**src/rtl/axi_txn_pkg.sv**
```systemverilog
// Shared types and constants for the AXI transaction decoder.
// Holds the controller state encoding, AXI burst/response codes and the fixed sideband values.
package axi_txn_pkg;

    typedef enum logic [2:0] {
        IDLE,
        WR_ISSUE,
        WR_DATA,
        WR_RESP,
        RD_ISSUE,
        RD_DATA
    } state_t;

    localparam logic [1:0] BURST_FIXED = 2'b00;
    localparam logic [1:0] BURST_INCR  = 2'b01;
    localparam logic [1:0] BURST_WRAP  = 2'b10;

    localparam logic [1:0] RESP_OKAY   = 2'b00;
    localparam logic [1:0] RESP_EXOKAY = 2'b01;
    localparam logic [1:0] RESP_SLVERR = 2'b10;
    localparam logic [1:0] RESP_DECERR = 2'b11;

    localparam logic [1:0] DEFAULT_LOCK  = 2'b00;
    localparam logic [1:0] DEFAULT_CACHE = 2'b00;
    localparam logic [2:0] DEFAULT_PROT  = 3'b000;

    function automatic logic is_error(input logic [1:0] resp);
        return resp != RESP_OKAY;
    endfunction

endpackage

```
**src/rtl/axi_txn_wbuf.sv**
```systemverilog
// One-entry write-beat holding stage between the write-data stream and the AXI master.
// A retiring beat and a new beat may swap in the same cycle, so a full stage never forces a bubble.
module axi_txn_wbuf #(
    parameter int DATA_WIDTH = 64
) (
    input  logic                    clk,
    input  logic                    rst_n,
    input  logic                    flush,
    input  logic                    in_valid,
    output logic                    in_ready,
    input  logic [DATA_WIDTH-1:0]   in_data,
    input  logic [DATA_WIDTH/8-1:0] in_strb,
    input  logic                    ack,
    output logic                    load,
    output logic                    retire,
    output logic [DATA_WIDTH-1:0]   out_data,
    output logic [DATA_WIDTH/8-1:0] out_strb
);

    logic full;

    // An ack against an empty stage has nothing to retire and is ignored.
    assign retire   = ack && full;
    assign in_ready = !full || ack;
    assign load     = in_valid && in_ready;

    always_ff @(posedge clk or negedge rst_n) begin
        if (!rst_n) begin
            full     <= 1'b0;
            out_data <= '0;
            out_strb <= '0;
        end else if (flush) begin
            full <= 1'b0;
        end else if (load) begin
            full     <= 1'b1;
            out_data <= in_data;
            out_strb <= in_strb;
        end else if (retire) begin
            full <= 1'b0;
        end
    end

endmodule

```
**src/rtl/axi_txn_decoder.sv**
```systemverilog
// Single-outstanding transaction decoder in front of the AXI4 master: issues one command,
// streams write beats through a holding stage, and republishes write/read responses.
module axi_txn_decoder
    import axi_txn_pkg::*;
#(
    parameter int ADDR_WIDTH = 32,
    parameter int DATA_WIDTH = 64,
    parameter int TIMEOUT    = 1024
) (
    input  logic                    AClk,
    input  logic                    ARst,
    input  logic                    cmd_valid,
    output logic                    cmd_ready,
    input  logic                    cmd_rw,
    input  logic [3:0]              cmd_id,
    input  logic [ADDR_WIDTH-1:0]   cmd_addr,
    input  logic [7:0]              cmd_len,
    input  logic [2:0]              cmd_size,
    input  logic [1:0]              cmd_burst,
    input  logic                    wd_valid,
    output logic                    wd_ready,
    input  logic [DATA_WIDTH-1:0]   wd_data,
    input  logic [DATA_WIDTH/8-1:0] wd_strb,
    output logic [3:0]              TXN_ID_W_d,
    output logic [ADDR_WIDTH-1:0]   awaddr_d,
    output logic [7:0]              awlen_d,
    output logic [2:0]              awsize_d,
    output logic [1:0]              awburst_d,
    output logic [1:0]              awlock_d,
    output logic [1:0]              awcache_d,
    output logic [2:0]              awprot_d,
    output logic                    wr_trn_en,
    output logic [DATA_WIDTH-1:0]   wdata_d,
    output logic [DATA_WIDTH/8-1:0] wstrb_d,
    input  logic                    w_beat_ack,
    input  logic [1:0]              bresp_d,
    input  logic [3:0]              bid_d,
    input  logic                    wr_rsp_en_d,
    output logic [3:0]              TXN_ID_R_d,
    output logic [ADDR_WIDTH-1:0]   araddr_d,
    output logic [7:0]              arlen_d,
    output logic [2:0]              arsize_d,
    output logic [1:0]              arburst_d,
    output logic [1:0]              arlock_d,
    output logic [1:0]              arcache_d,
    output logic [2:0]              arprot_d,
    output logic                    rd_trn_en,
    input  logic [DATA_WIDTH-1:0]   rdata_d,
    input  logic [1:0]              rresp_d,
    input  logic [7:0]              rid_d,
    input  logic                    rd_rsp_en_d,
    input  logic                    r_last_d,
    output logic                    rsp_valid,
    output logic                    rsp_is_wr,
    output logic [7:0]              rsp_id,
    output logic [DATA_WIDTH-1:0]   rsp_data,
    output logic [1:0]              rsp_resp,
    output logic                    rsp_last,
    output logic                    busy,
    output logic                    timeout_flag,
    output logic [15:0]             err_cnt
);

    localparam int WDOG_W = $clog2(TIMEOUT + 1);
    localparam logic [WDOG_W-1:0] WDOG_LAST = WDOG_W'(TIMEOUT - 1);

    state_t state, next_state;
    logic [8:0] load_cnt, ack_cnt, beats_total;
    logic [WDOG_W-1:0] wdog_cnt;
    logic accept_cmd, wr_gate, buf_in_valid, buf_in_ready, buf_ack, buf_load, buf_retire;
    logic last_ack, wr_rsp_fire, rd_rsp_fire, activity, wait_state, timeout_hit;

    assign beats_total  = {1'b0, awlen_d} + 9'd1;
    assign accept_cmd   = (state == IDLE) && cmd_valid && cmd_ready;
    assign wr_gate      = (state == WR_DATA) && (load_cnt != beats_total);
    assign buf_in_valid = wd_valid && wr_gate;
    assign buf_ack      = w_beat_ack && (state == WR_DATA);
    assign wd_ready     = wr_gate && buf_in_ready;
    assign last_ack     = buf_retire && ((ack_cnt + 9'd1) == beats_total);
    assign wr_rsp_fire  = (state == WR_RESP) && wr_rsp_en_d;
    assign rd_rsp_fire  = (state == RD_DATA) && rd_rsp_en_d;
    assign activity     = buf_load || buf_retire || wr_rsp_fire || rd_rsp_fire;
    assign wait_state   = (state == WR_DATA) || (state == WR_RESP) || (state == RD_DATA);
    assign timeout_hit  = wait_state && !activity && (wdog_cnt == WDOG_LAST);

    assign wr_trn_en = (state == WR_ISSUE);
    assign rd_trn_en = (state == RD_ISSUE);
    assign busy      = (state != IDLE);

    assign awlock_d  = DEFAULT_LOCK;
    assign awcache_d = DEFAULT_CACHE;
    assign awprot_d  = DEFAULT_PROT;
    assign arlock_d  = DEFAULT_LOCK;
    assign arcache_d = DEFAULT_CACHE;
    assign arprot_d  = DEFAULT_PROT;

    axi_txn_wbuf #(.DATA_WIDTH(DATA_WIDTH)) u_wbuf (
        .clk      (AClk),
        .rst_n    (ARst),
        .flush    (timeout_hit),
        .in_valid (buf_in_valid),
        .in_ready (buf_in_ready),
        .in_data  (wd_data),
        .in_strb  (wd_strb),
        .ack      (buf_ack),
        .load     (buf_load),
        .retire   (buf_retire),
        .out_data (wdata_d),
        .out_strb (wstrb_d)
    );

    always_ff @(posedge AClk or negedge ARst) begin
        if (!ARst) state <= IDLE;
        else       state <= next_state;
    end

    always_comb begin
        next_state = state;
        case (state)
            IDLE:     if (accept_cmd) next_state = cmd_rw ? WR_ISSUE : RD_ISSUE;
            WR_ISSUE: next_state = WR_DATA;
            WR_DATA:  if (last_ack) next_state = WR_RESP;
            WR_RESP:  if (wr_rsp_fire) next_state = IDLE;
            RD_ISSUE: next_state = RD_DATA;
            RD_DATA:  if (rd_rsp_fire && r_last_d) next_state = IDLE;
            default:  next_state = IDLE;
        endcase
        if (timeout_hit) next_state = IDLE;
    end

    // Registered so cmd_ready stays low through reset and rises on the first edge after release.
    always_ff @(posedge AClk or negedge ARst) begin
        if (!ARst) cmd_ready <= 1'b0;
        else       cmd_ready <= (next_state == IDLE);
    end

    always_ff @(posedge AClk or negedge ARst) begin
        if (!ARst) begin
            TXN_ID_W_d <= '0;
            awaddr_d   <= '0;
            awlen_d    <= '0;
            awsize_d   <= '0;
            awburst_d  <= '0;
            TXN_ID_R_d <= '0;
            araddr_d   <= '0;
            arlen_d    <= '0;
            arsize_d   <= '0;
            arburst_d  <= '0;
        end else if (accept_cmd) begin
            TXN_ID_W_d <= cmd_id;
            awaddr_d   <= cmd_addr;
            awlen_d    <= cmd_len;
            awsize_d   <= cmd_size;
            awburst_d  <= cmd_burst;
            TXN_ID_R_d <= cmd_id;
            araddr_d   <= cmd_addr;
            arlen_d    <= cmd_len;
            arsize_d   <= cmd_size;
            arburst_d  <= cmd_burst;
        end
    end

    always_ff @(posedge AClk or negedge ARst) begin
        if (!ARst) begin
            load_cnt <= '0;
            ack_cnt  <= '0;
        end else if (accept_cmd) begin
            load_cnt <= '0;
            ack_cnt  <= '0;
        end else begin
            if (buf_load)   load_cnt <= load_cnt + 9'd1;
            if (buf_retire) ack_cnt  <= ack_cnt + 9'd1;
        end
    end

    // Watchdog restarts on every state change and on any beat or response progress.
    always_ff @(posedge AClk or negedge ARst) begin
        if (!ARst) begin
            wdog_cnt     <= '0;
            timeout_flag <= 1'b0;
        end else begin
            if (next_state != state || activity) wdog_cnt <= '0;
            else if (wait_state)                 wdog_cnt <= wdog_cnt + 1'b1;
            if (timeout_hit) timeout_flag <= 1'b1;
        end
    end

    always_ff @(posedge AClk or negedge ARst) begin
        if (!ARst) begin
            rsp_valid <= 1'b0;
            rsp_is_wr <= 1'b0;
            rsp_id    <= '0;
            rsp_data  <= '0;
            rsp_resp  <= '0;
            rsp_last  <= 1'b0;
            err_cnt   <= '0;
        end else begin
            rsp_valid <= wr_rsp_fire || rd_rsp_fire;
            if (wr_rsp_fire) begin
                rsp_is_wr <= 1'b1;
                rsp_id    <= {4'b0, bid_d};
                rsp_data  <= '0;
                rsp_resp  <= bresp_d;
                rsp_last  <= 1'b1;
            end else if (rd_rsp_fire) begin
                rsp_is_wr <= 1'b0;
                rsp_id    <= rid_d;
                rsp_data  <= rdata_d;
                rsp_resp  <= rresp_d;
                rsp_last  <= r_last_d;
            end
            if (((wr_rsp_fire && is_error(bresp_d)) || (rd_rsp_fire && is_error(rresp_d)))
                && err_cnt != 16'hFFFF)
                err_cnt <= err_cnt + 16'd1;
        end
    end

endmodule

```
**config.mk**
```make
export PLATFORM = sky130hd
export DESIGN_NAME = axi_txn_decoder
export DESIGN_NICKNAME = d
export VERILOG_FILES = /design/src/rtl/axi_txn_pkg.sv /design/src/rtl/axi_txn_wbuf.sv /design/src/rtl/axi_txn_decoder.sv
export SDC_FILE = /design/constraint.sdc
export NUM_CORES = 1
export LEC_CHECK = 0
export ABC_AREA = 1
export BUFFER_PORTS_ARGS = -buffer_cell sky130_fd_sc_hd__buf_2
export CAP_MARGIN = 20
export CORE_AREA = 2 2 194 196
export CTS_CLUSTER_DIAMETER = 120
export DETAILED_ROUTE_END_ITERATION = 6
export DIE_AREA = 0 0 196 198
export SYNTH_ARGS = -nofsm -noshare
export SYNTH_HDL_FRONTEND = slang
export SYNTH_SLANG_ARGS = --single-unit
```
**constraint.sdc**
```tcl
create_clock -name AClk -period 2.1 [get_ports AClk]
set_input_delay 0.21 -clock AClk [delete_from_list [all_inputs] [get_ports AClk]]
set_output_delay 0.21 -clock AClk [all_outputs]
set_load 0.005 [all_outputs]
```
==> flow_summary.yaml, run 1 <==
cells_and_area:
  fillerInstances: 3296
  final_common_cell: "buf_2"
  layout_common_cells: "buf_2 (476), nand2_1 (392), dfrtp_1 (245)"
  drive_gt1_share_pct: 42.1
  area_growth_syn_to_layout_pct: 68.4
  nets: 2126
die:
  io_pins: 493
  die_x_um: 196
  die_area_um2: 38800
  die_h_um: 198
  start_util_pct: 29.5
  core_area_um2: 37000
  rows: 71
drt:
  ant_nets: 0
  routed_wl_um: 40700
  vias: 11100
  firstDrtPassIters: 5
  drc: 0
  drt_iter0_markers: 465
  via_per_inst: 4.60
  wl_per_cell_um: 16.9
grt:
  grt_max_degree: 75
  use_met1_pct: 24.4
  grt_pass1_vias: 11500
  grt.met3_usage_pct: 3.80
  use_met2_pct: 33.5
  antenna_found_initial: 1
  grt_busiest_layer: "met2"
  grt_use_total_pct: 19.8
  grt-ovfl-total: 0
  grt_pass1_wl_um: 61300
yosys:
  synth-compound-area-share_pct: 7.87
  synth_cell_types: 44
  synthMuxAreaShare_pct: 0.195
  ys_ff_latch: 249
  synth_xor_area_share_pct: 2.49
  yosysSeqAreaShare_pct: 57.2
  synth-async-reset-ratio_pct: 100
  synth_top_family_by_area: "simple AND/OR/NAND/NOR gates"
  synth_edf_count: 0
  synthAdderAreaFrac_pct: 0.574
  synth_ff_type: "dfrtp_1"
  netlist_instances: 1168
  netlist_area_um2: 10900
  synthSimpleGateAreaFrac_pct: 23.4
  syn_area_per_cell_um2: 9.33
  yosysWarningCount: 0
timing:
  timing_worst_slew_pin_value_ps: 574
  drv_slew: 0
  slew_headroom_pct: 61.8
  fin_hold_ws_ps: 120
  clock.fmax_mhz: 423
  rsz0062_at_grt: "true"
  hold_viol: 0
  layout_min_cycle_time_ps: 2360
  fin_skew_ps: 14.0
  worst_slack_ps: -263
  setup_tns_ps: -15840
  min_period_over_period_pct: 113
  setup_violations: 96
place:
  dp_hpwl_um: 25400
  port_buffers: 478
  gpl.final_weighted_congestion: 0.866
clocking:
  cts-htree-levels: 1
  clk_path_buf_depth: 3
  clk-insertion-delay-late_ps: 550
  clockRootBuffer: "clkbuf_16"
  cts_tree: "yes"
  numClockSinks: 249
  cts_buffers: 29
  clk_pin_slew_ps: 60
power:
  p_per_area_nw_per_um2: 1320
  switching_power_uw: 8960
  p_comb_share_pct: 45.6
  leakage_uw: 0.00985
  vdd.ir_drop.worst_v: 0.000776
  switching_share_pct: 36.9
  seq_power_share_pct: 34.2
  clockPowerShare_pct: 20.2
  internal_power_uw: 15300
  p_total_uw: 24300
critical_path:
  startpoint_type: "flop"
  reg2reg_from: "arlen_d[0]"
  worst_ep_required_time_ps: 1890
  ff2ff_path_depth: 18
  r2r_slack_ps: -230
  startpoint: "arlen_d[0]"
  critPathCaptureType: "output pin"
  path_class: "flop to output pin"
  reg2reg_to: "wdog_cnt[3]"
  crit_end: "wd_ready"
  cp_max_fo: 3
  worstPathArrival_ps: 2150
status:
  violations: "negative setup slack"
  status: "complete, but fails checks"
worst_hold_path:
  worstHoldPathCells: 4
  hp-class: "primary input to flop"
job:
  drv_cap: 0
[area by class of cell]
class | instances | area, um2 | area share, %
clock inverters | 5 | 56.3 | 0.307
flip-flops and latches | 249 | 6240 | 34.0
multi-input cells | 766 | 4370 | 23.8
repair buffers | 810 | 6000 | 32.7
diodes | 1 | 2.50 | 0.0136
inverters | 55 | 233 | 1.27
well taps | 474 | 593 | 3.23
clock buffers | 43 | 858 | 4.68
[worst max-delay path: stages (launching register included)]
cell and delay (ps):
dfrtp_2 430, ha_4 280, inv_2 30, nand2_1 40, nand2_1 50, nor2_1 80, nand2_1 60, nor2_1 100
nand2_1 70, nor2_2 120, nand3_2 80, and2_4 160, buf_6 110
[per-stage QoR]
stage / utilization, % / instance area [um2] / cells / worst slack (ps)
2_1_floorplan: - / 11000 / 1181 / 2.92
3_3_place_gp: 37.9 / 14000 / 2105 / -113
3_5_place_dp: 37.9 / 14000 / 2105 / -140
4_1_cts: 48.4 / 17900 / 2395 / -280
5_1_grt: 49.6 / 18300 / 2403 / -489
6_report: 49.6 / 18300 / 2403 / -263
[logic make-up (layout without fill, tap and decap cells)]
kind of cell             after synthesis  in the layout
AND/OR/NAND/NOR                      602            602
flip-flops                           249            249
buffers and inverters                166            913
AO/OA/AOI/OAI                        112            112
XOR/XNOR                              31             31
adder cells (fa/ha/maj)                5              5
multiplexers                           2              2
other                                  1             15
[cells in the mapped netlist, types with 3 or more instances]
| master | n | area share, % |
|---|---|---|
| a21oi_1 | 7 | 0.32 |
| a22o_1 | 68 | 5.5 |
| a22oi_1 | 5 | 0.34 |
| buf_1 | 4 | 0.14 |
| buf_2 | 15 | 0.69 |
| buf_4 | 67 | 4.6 |
| clkbuf_1 | 24 | 0.83 |
| dfrtp_1 | 249 | 57 |
| ha_1 | 5 | 0.57 |
| inv_1 | 54 | 1.9 |
| nand2_1 | 474 | 16 |
| nand2_2 | 3 | 0.17 |
| nand3_1 | 32 | 1.5 |
| nand3_2 | 4 | 0.37 |
| nand4_1 | 7 | 0.40 |
| nor2_1 | 37 | 1.3 |
| nor2_4 | 5 | 0.52 |
| nor3_1 | 15 | 0.69 |
| nor3_2 | 10 | 0.92 |
| nor4_1 | 3 | 0.17 |
| o21ai_0 | 16 | 0.73 |
| o21ai_1 | 5 | 0.23 |
| o22ai_1 | 6 | 0.34 |
| xnor2_1 | 12 | 0.96 |
| xor2_1 | 19 | 1.5 |
[flip-flops by register name, summed over array words and instances, names as in the netlist, 4 cells and up]
| signal | count |
|---|---|
| TXN_ID_R_d | 4 |
| ack_cnt | 9 |
| araddr_d | 32 |
| arlen_d | 8 |
| err_cnt | 16 |
| load_cnt | 9 |
| rsp_data | 64 |
| rsp_id | 8 |
| u_wbuf.out_data | 64 |
| u_wbuf.out_strb | 8 |
| wdog_cnt | 11 |
[power groups by stage]
| stage | clock network (uW) | registers [uW] | logic, uW |
|---|---|---|---|
| global route | 5220 | 8540 | 12100 |
| floorplan | 0 | 8160 | 4360 |
| CTS | 5050 | 8140 | 10400 |
| finish | 4910 | 8310 | 11100 |
| global placement | 0 | 8120 | 8320 |
| detailed placement | 0 | 8130 | 8470 |
[worst min path at each step]
stage	from	endpoint	slack, ps
floorplan	ARst	TXN_ID_R_d[0]	-90
global placement	ARst	rsp_data[25]	210
detailed placement	ARst	rsp_data[25]	210
CTS	wr_rsp_en_d	rsp_is_wr	80
global route	wr_rsp_en_d	rsp_is_wr	120
finish	wr_rsp_en_d	rsp_is_wr	120
[metal layers]
| metal | share of wire [%] | wire, um | vias to the layer above |
|---|---|---|---|
| li1 | - | - | 5156 |
| met1 | 40 | 16300 | 5364 |
| met2 | 50 | 20200 | 422 |
| met3 | 5.7 | 2330 | 111 |
| met4 | 4.6 | 1870 | 0 |
| met5 | 0 | 0 | - |
[what timing repair did]
item                                    4_1_cts  5_1_grt
pin swaps                                    11       66
buffers inserted                             27       17
hold endpoints to repair                    250        0
hold buffers                                201        0
gates resized for setup                      73      157
endpoints found under the setup margin       96      174
cloned                                       15        1
Note: power is estimated with default switching activity, not from simulation.
==> inputs of run 2 (changes only) <==
- SETUP_SLACK_MARGIN: not set -> 0.15
==> run 2 against run 1 <==
Worst hold slack worse by 60 ps. The flow still finishes with violations (negative setup slack). Critical path type unchanged. Combinational power is 4% lower. Final area rose by 0.42%. Critical endpoint unchanged. Fmax is 0.99% lower.
==> flow_summary.yaml, run 2 (synthesis results as in run 1) <==
die:
  io_pins: 493
  rows: 71
  start_util_pct: 29.5
  die_area_um2: 38800
  die_h_um: 198
  die_x_um: 196
  core_area_um2: 37000
place:
  gpl.final_weighted_congestion: 0.857
  placed_area_um2: 14200
  port_buffers: 478
  dp_hpwl_um: 24700
grt:
  grt_use_total_pct: 18.9
  grt_max_degree: 75
  grt-ovfl-total: 0
  grt_pass1_vias: 11200
  grt_pass1_wl_um: 58900
  antenna_found_initial: 1
worst_hold_path:
  worstHoldPathCells: 4
  hp-class: "primary input to flop"
status:
  status: "complete, but fails checks"
  violations: "negative setup slack"
timing:
  clock.fmax_mhz: 419
  setup_violations: 103
  setup_tns_ps: -19480
  layout_min_cycle_time_ps: 2390
  worst_slack_ps: -286
  rsz0062_at_grt: "true"
  min_period_over_period_pct: 114
  fin_skew_ps: 13.8
  hold_viol: 0
  timing_worst_slew_pin_value_ps: 615
  slew_headroom_pct: 59.0
  drv_slew: 0
clocking:
  cts_tree: "yes"
  numClockSinks: 249
  cts-htree-levels: 1
  clk_path_buf_depth: 3
  clk_pin_slew_ps: 60
  clk-insertion-delay-late_ps: 560
  cts_buffers: 29
  clockRootBuffer: "clkbuf_16"
critical_path:
  reg2reg_from: "arlen_d[0]"
  startpoint_type: "flop"
  r2r_slack_ps: -260
  worst_ep_required_time_ps: 1890
  path_class: "flop to output pin"
  cp_max_fo: 3
  reg2reg_to: "u_wbuf.out_data[34]"
  ff2ff_path_depth: 16
  worstPathArrival_ps: 2180
  crit_end: "wd_ready"
  startpoint: "arlen_d[0]"
  critPathCaptureType: "output pin"
cells_and_area:
  final_area_um2: 18400
  final_common_cell: "buf_2"
  area_growth_syn_to_layout_pct: 69.1
  nets: 2150
  layout_common_cells: "buf_2 (476), nand2_1 (455), dfrtp_1 (244)"
  drive_gt1_share_pct: 39.8
  top_regs: "rsp_data (64), u_wbuf.out_data (64), araddr_d (32)"
  fillerInstances: 3338
job:
  drv_cap: 0
drt:
  ant_nets: 0
  routed_wl_um: 38900
  via_per_inst: 4.54
  vias: 11100
  drt_iter0_markers: 561
  drc: 0
  firstDrtPassIters: 5
  wl_per_cell_um: 16.0
power:
  p_total_uw: 24300
  vdd.ir_drop.worst_v: 0.000920
  leakage_uw: 0.00997
  p_per_area_nw_per_um2: 1320
## run 2: routing by layer
layer / GRT usage [%] / vias up / share of wire, %
met5: 0 / - / 0
met4: 7.86 / 0 / 3.9
met3: 3.59 / 106 / 5.9
met2: 33.3 / 439 / 51
met1: 22.8 / 5291 / 39
li1: - / 5217 / -
## run 2: how the worst min path moves through the flow
stage | end | startpoint | slack (ps)
CTS | rsp_resp[0] | bresp_d[0] | 10
global placement | wdog_cnt[5] | ARst | 240
floorplan | TXN_ID_R_d[0] | ARst | -90
global route | u_wbuf.full | w_beat_ack | 60
finish | u_wbuf.full | w_beat_ack | 60
detailed placement | wdog_cnt[5] | ARst | 250
## run 2: worst max-delay path, stage by stage (launching register included)
cell     delay, ps
dfrtp_2        430
buf_4          140
buf_4          140
xnor2_1        120
nor2_1         110
nand2_1         60
nor2_1          80
nand2_1         70
nor2_2          90
nand3_2        100
and2_4         170
buf_6          110
## run 2: area by class of cell
type | instances | area (um2) | area share [%]
flip-flops and latches | 249 | 6240 | 33.9
repair buffers | 834 | 6230 | 33.8
multi-input cells | 766 | 4080 | 22.1
clock buffers | 37 | 816 | 4.43
well taps | 474 | 593 | 3.22
clock inverters | 17 | 238 | 1.29
inverters | 55 | 219 | 1.19
diodes | 1 | 2.50 | 0.0136
## run 2: timing repair
item,CTS,global route
hold buffers,202,0
endpoints found under the setup margin,155,120
resized for setup,60,54
pin swaps,7,16
hold endpoints to repair,256,0
buffers inserted,20,20
cloned,12,3
## run 2: through the flow
| stage | instances | worst slack, ps | hold WS (ps) | util (%) |
|---|---|---|---|---|
| after CTS | 2409 | -319 | 9.51 | 48.7 |
| after global routing | 2433 | -437 | 61.6 | 49.8 |
| after detailed placement | 2121 | -206 | 250 | 38.3 |
| after global placement | 2121 | -162 | 243 | 38.3 |
| after floorplan | 1181 | 65.0 | -85.6 | - |
| final | 2433 | -286 | 59.9 | 49.8 |
## run 2: power by group
| group | switching (uW) | total (uW) | internal (uW) |
|---|---|---|---|
| Combinational | 5070 | 10700 | 5580 |
| Sequential | 1380 | 8170 | 6780 |
| Clock | 2150 | 5530 | 3380 |
| Total | 8600 | 24300 | 15700 |
